### src/rtl/video_slot_writer.sv
// Slot-bus initiator for a sprite core: uploads a pixel stream into the
// core's sprite RAM and issues position (x0/y0) and bypass register writes.
module video_slot_writer #(
    parameter int CD         = 12,
    parameter int ADDR_WIDTH = 10
) (
    input  logic                  clk,
    input  logic                  reset,
    input  logic                  start,
    input  logic [ADDR_WIDTH:0]   num_pix,
    input  logic                  pix_valid,
    input  logic [CD-1:0]         pix_data,
    output logic                  pix_ready,
    input  logic                  pos_valid,
    input  logic [10:0]           pos_x,
    input  logic [10:0]           pos_y,
    output logic                  pos_ready,
    input  logic                  byp_valid,
    input  logic                  byp_val,
    output logic                  byp_ready,
    output logic                  busy,
    output logic                  done,
    output logic                  cs,
    output logic                  write,
    output logic [13:0]           addr,
    output logic [31:0]           wr_data
);

    typedef enum logic [1:0] {
        IDLE,
        LOAD,
        FIN,
        POSY
    } state_t;

    localparam logic [ADDR_WIDTH:0] MAX_LEN = {1'b1, {ADDR_WIDTH{1'b0}}};

    localparam logic [13:0] A_BYP = 14'h2000;
    localparam logic [13:0] A_X0  = 14'h2001;
    localparam logic [13:0] A_Y0  = 14'h2002;

    state_t                state_q, state_d;
    logic [ADDR_WIDTH-1:0] count_q, count_d;
    logic [ADDR_WIDTH:0]   len_q, len_d;
    logic [10:0]           posy_q, posy_d;
    logic                  cs_q, cs_d;
    logic                  wr_q, wr_d;
    logic [13:0]           addr_q, addr_d;
    logic [31:0]           wdata_q, wdata_d;

    // Next-state, bus-write and handshake decode
    always_comb begin
        state_d   = state_q;
        count_d   = count_q;
        len_d     = len_q;
        posy_d    = posy_q;
        cs_d      = 1'b0;
        wr_d      = 1'b0;
        addr_d    = addr_q;
        wdata_d   = wdata_q;
        pix_ready = 1'b0;
        pos_ready = 1'b0;
        byp_ready = 1'b0;
        done      = 1'b0;
        busy      = (state_q != IDLE);

        unique case (state_q)
            IDLE: begin
                // start wins over register requests; position wins over bypass
                pos_ready = ~start & ~reset;
                byp_ready = ~start & ~reset & ~pos_valid;
                if (start) begin
                    if (num_pix == '0) begin
                        state_d = FIN;
                    end else begin
                        len_d   = (num_pix > MAX_LEN) ? MAX_LEN : num_pix;
                        count_d = '0;
                        state_d = LOAD;
                    end
                end else if (pos_valid) begin
                    cs_d    = 1'b1;
                    wr_d    = 1'b1;
                    addr_d  = A_X0;
                    wdata_d = {21'b0, pos_x};
                    posy_d  = pos_y;
                    state_d = POSY;
                end else if (byp_valid) begin
                    cs_d    = 1'b1;
                    wr_d    = 1'b1;
                    addr_d  = A_BYP;
                    wdata_d = {31'b0, byp_val};
                end
            end
            LOAD: begin
                pix_ready = 1'b1;
                if (pix_valid) begin
                    cs_d    = 1'b1;
                    wr_d    = 1'b1;
                    addr_d  = 14'(count_q);
                    wdata_d = 32'(pix_data);
                    count_d = count_q + 1'b1;
                    if ({1'b0, count_q} == len_q - 1'b1) begin
                        state_d = FIN;
                    end
                end
            end
            FIN: begin
                done    = 1'b1;
                state_d = IDLE;
            end
            POSY: begin
                cs_d    = 1'b1;
                wr_d    = 1'b1;
                addr_d  = A_Y0;
                wdata_d = {21'b0, posy_q};
                state_d = IDLE;
            end
        endcase
    end

    // State and registered slot-bus outputs
    always_ff @(posedge clk or posedge reset) begin
        if (reset) begin
            state_q <= IDLE;
            count_q <= '0;
            len_q   <= '0;
            posy_q  <= '0;
            cs_q    <= 1'b0;
            wr_q    <= 1'b0;
            addr_q  <= '0;
            wdata_q <= '0;
        end else begin
            state_q <= state_d;
            count_q <= count_d;
            len_q   <= len_d;
            posy_q  <= posy_d;
            cs_q    <= cs_d;
            wr_q    <= wr_d;
            addr_q  <= addr_d;
            wdata_q <= wdata_d;
        end
    end

    assign cs      = cs_q;
    assign write   = wr_q;
    assign addr    = addr_q;
    assign wr_data = wdata_q;

endmodule

### config.mk
export PLATFORM = sky130hd
export DESIGN_NAME = video_slot_writer
export DESIGN_NICKNAME = d
export VERILOG_FILES = /design/src/rtl/video_slot_writer.sv
export SDC_FILE = /design/constraint.sdc
export NUM_CORES = 1
export LEC_CHECK = 0
export CAP_MARGIN = 10
export CORE_MARGIN = 3
export CORE_UTILIZATION = 60
export DETAILED_ROUTE_END_ITERATION = 8
export DONT_BUFFER_PORTS = 1
export GPL_TIMING_DRIVEN = 0
export PLACE_DENSITY = 0.83
export SLEW_MARGIN = 20
export SYNTH_ARGS = -nofsm -noshare
export SYNTH_HDL_FRONTEND = slang
export SYNTH_SLANG_ARGS = --single-unit
### constraint.sdc
create_clock -name clk -period 3 [get_ports clk]
set_input_delay 0.3 -clock clk [delete_from_list [all_inputs] [get_ports clk]]
set_output_delay 0.3 -clock clk [all_outputs]
set_load 0.05 [all_outputs]
==> flow_metrics.py <==
metrics = {
    "outcome": {
        "outcome": "finished clean",
    },
    "clocking": {
        "cts_buffer_depth": 2,
        "cts.sinks": 58,
        "cts_tree": "done",
        "cts_inserted_buffers": 9,
        "cts_root_buf": "clkbuf_8",
        "h-tree-depth": 3,
        "clkLatencyLatePin_ns": 0.33,
        "post_cts_buffers": 0,
        "path_clk_slew_ns": 0.06,
    },
    "floorplanning": {
        "die_y_um": 78.6,
        "dieWidth_um": 78.6,
        "initial_core_util": 0.644,
        "die_area_mm2": 0.00618,
        "rows": 25,
        "io_pins": 105,
        "coreArea_mm2": 0.00491,
    },
    "synthesis": {
        "synth_edf_count": 0,
        "synth.top_cell.area_share": 0.459,
        "netlist_top_cells_count": "dfrtp_1 (58), nand2_1 (38), buf_4 (26)",
        "synth_area_leader_cell": "dfrtp_1",
        "yosys_warnings": 0,
        "yosysMostFrequentCell": "dfrtp_1",
        "synth-seq-cells": 58,
        "avgSynthCellArea_um2": 9.76,
        "synth-main-ff-cell": "dfrtp_1",
        "synth_cells": 324,
        "synthTopCellsByArea": "dfrtp_1 (46%), mux2_2 (8.2%), buf_4 (6.2%), nand2_1 (4.5%), o21ai_0 (3.8%)",
        "ys_types": 45,
        "synth_area_mm2": 0.00316,
        "synthArstFlopShare": 1.00,
        "ys_seq_area_frac": 0.459,
    },
    "routing": {
        "first_pass_iters": 4,
        "route.detailed.drc": 0,
        "drtAntennaViolNets": 0,
        "vias_per_cell": 5.62,
        "dr.first_iter.drc_count": 124,
        "dr_total_vias": 2424,
        "wl_per_cell_um": 16.4,
        "wirelength_um": 7060,
    },
    "placed_design": {
        "port_buffers": 0,
        "gp_congestion": 0.867,
        "dp.cells": 414,
        "dp_hpwl_um": 5290,
    },
    "setup_path": {
        "cp_slowest_cell": "nor3_2",
        "crit_path_max_incr_delay_ns": 0.74,
        "cp-startpoint": "state_q[1]",
        "crit_chain": "clkbuf_1, nor2_1, inv_1, nor3_2",
        "critPathArrivalTime_ns": 2.20,
        "critPathKind": "flop to output port",
        "cp-end-kind": "output port",
        "worstPathRequired_ns": 2.70,
        "cp_max_fo": 10,
        "start_kind": "flop",
        "r2r_start": "state_q[1]",
    },
    "cells_and_area": {
        "drive_above_1_share": 0.198,
        "synthToLayoutAreaGrowth_pct": 12.5,
        "diodes": 0,
        "fin_nets": 413,
        "final_cells": 431,
    },
    "timing": {
        "slew_headroom": 0.373,
        "tns_ns": 0,
        "post-route-period-util": 0.833,
        "rsz0062_at_grt": "false",
        "maxSlewViolCount": 0,
        "setup_violations": 0,
        "tightest_slew_ns": 0.938,
        "fin_skew_ns": 0.00904,
        "finalHoldViolCount": 0,
        "fmax_ghz": 0.400,
        "period_needed_ns": 2.50,
    },
    "worst_hold_path": {
        "hold_start": "pix_valid",
        "hold_path_class": "primary input to flop",
    },
    "global_route": {
        "grt_pass1_vias": 2396,
        "grt_pass1_wl_um": 11600,
        "grt_max_degree": 59,
        "gr-total-overflow": 0,
        "grt_use_total": 0.243,
        "antenna_found_initial": 0,
    },
    "power": {
        "p_int_uw": 2040,
        "power_frac_clock": 0.192,
        "finalPower_uw": 3790,
        "p_seq_frac": 0.458,
        "p_leak_uw": 0.00161,
        "p_sw_frac": 0.460,
        "comb_power_share": 0.350,
        "pwr_density_cell_mw_per_mm2": 1060,
        "p_sw_uw": 1740,
        "ir_drop_mv": 0.518,
    },
    "job": {
        "drv_cap": 0,
    },
}
[per-layer routing]
layer  global-route usage  vias up  part of all wire  wire length (um)
met5                    0        -                 0                 0
met2                0.392      101              0.47              3310
met4               0.0927        0             0.015               108
li1                     -     1165                 -                 -
met1                0.302     1145              0.43              3000
met3               0.0814       13             0.091               641
[critical path: cells and delay by family (launching register included)]
family | cells | cell delay, ns
flip-flops | 1 | 0.36
AND/OR/NAND/NOR | 2 | 0.96
buffers and inverters | 2 | 0.54
[state kept, by name (all words and copies together), names as in the netlist]
register  flops
addr         11
state_q       2
posy_q       11
count_q      10
wr_data      12
len_q        11
write         1
[final timing paths]
| path | endpoint | slack, ns | cells after the start |
|---|---|---|---|
| setup / recovery | pos_ready | 0.50 | 4 |
| hold / removal | addr[13] | 0.06 | 1 |
| setup reg to reg | count_q[8] | 0.71 | 6 |
| hold reg to reg | posy_q[6] | 0.50 | 1 |
| max in group asynchronous | wr_data[3] | 1.96 | 2 |
| min in group asynchronous | posy_q[5] | 0.56 | 2 |
[final cells by class]
| class | instances | area, um2 |
|---|---|---|
| multi-input cells | 238 | 1510 |
| flip-flops and latches | 58 | 1450 |
| fillers | 373 | 1350 |
| plain buffers | 43 | 268 |
| clock buffers | 14 | 163 |
| well taps | 67 | 83.8 |
| clock inverters | 2 | 35.0 |
| inverters | 7 | 28.8 |
| repair buffers | 2 | 17.5 |
[stage by stage]
| step | util | cell area, um2 | setup WS, ns | hold WS [ns] |
|---|---|---|---|---|
| CTS | 0.725 | 3560 | 0.493 | 0.0611 |
| finish | 0.725 | 3560 | 0.502 | 0.0603 |
| floorplan | - | 3250 | 0.220 | 0.399 |
| global route | 0.725 | 3560 | 0.401 | 0.0483 |
| detailed placement | 0.682 | 3350 | 0.746 | 0.331 |
| global placement | 0.678 | 3330 | 0.0381 | 0.403 |
[layout by cell type, fill, tap and decap left out, types with 2 or more instances in the layout]
cell type / synthesis / final
o21ai_1: 2 / 2
nor3_1: 7 / 6
buf_1: 2 / 2
dfrtp_1: 58 / 58
nand3b_1: 7 / 7
a21oi_1: 10 / 10
buf_4: 26 / 27
nor4_2: 2 / 3
nand4_1: 4 / 4
nand2_1: 38 / 38
ha_1: 2 / 2
conb_1: 1 / 23
xnor2_1: 12 / 12
mux2_2: 23 / 23
a22oi_1: 9 / 9
nor4_1: 6 / 5
nand3_1: 4 / 4
nor2b_1: 2 / 2
clkbuf_8: 0 / 11
nor2_1: 18 / 18
nand2b_1: 4 / 4
inv_1: 7 / 6
o22ai_1: 2 / 2
and2_1: 3 / 3
a22o_1: 13 / 13
mux2i_1: 2 / 2
clkbuf_1: 13 / 16
xor2_1: 4 / 4
o21ai_0: 24 / 24
or3_1: 3 / 3
[logic make-up after synthesis]
| logic type | share of synthesized area |
|---|---|
| adders and majority gates | 0.00791 |
| muxes | 0.0918 |
| AOI/OAI and AO/OA | 0.136 |
| buffers and inverters | 0.0930 |
| DFF | 0.459 |
| xor gates and xnor gates | 0.0443 |
| and+or+nand+nor | 0.167 |
| other | 0.00119 |
[timing repair]
action                                 in CTS  in global routing
hold buffers                                1                  0
endpoints found under the hold margin      58                  0
resized for setup                           0                  0
[power groups by stage]
| stage | registers [uW] | clock network [uW] | logic [uW] |
|---|---|---|---|
| after detailed placement | 1750 | 0 | 1310 |
| final | 1730 | 728 | 1320 |
| after CTS | 1730 | 724 | 1320 |
| after global placement | 1730 | 0 | 1260 |
| after global routing | 1780 | 766 | 1470 |
| after floorplan | 1670 | 0 | 1110 |
Note: power is estimated with default switching activity, not from simulation.
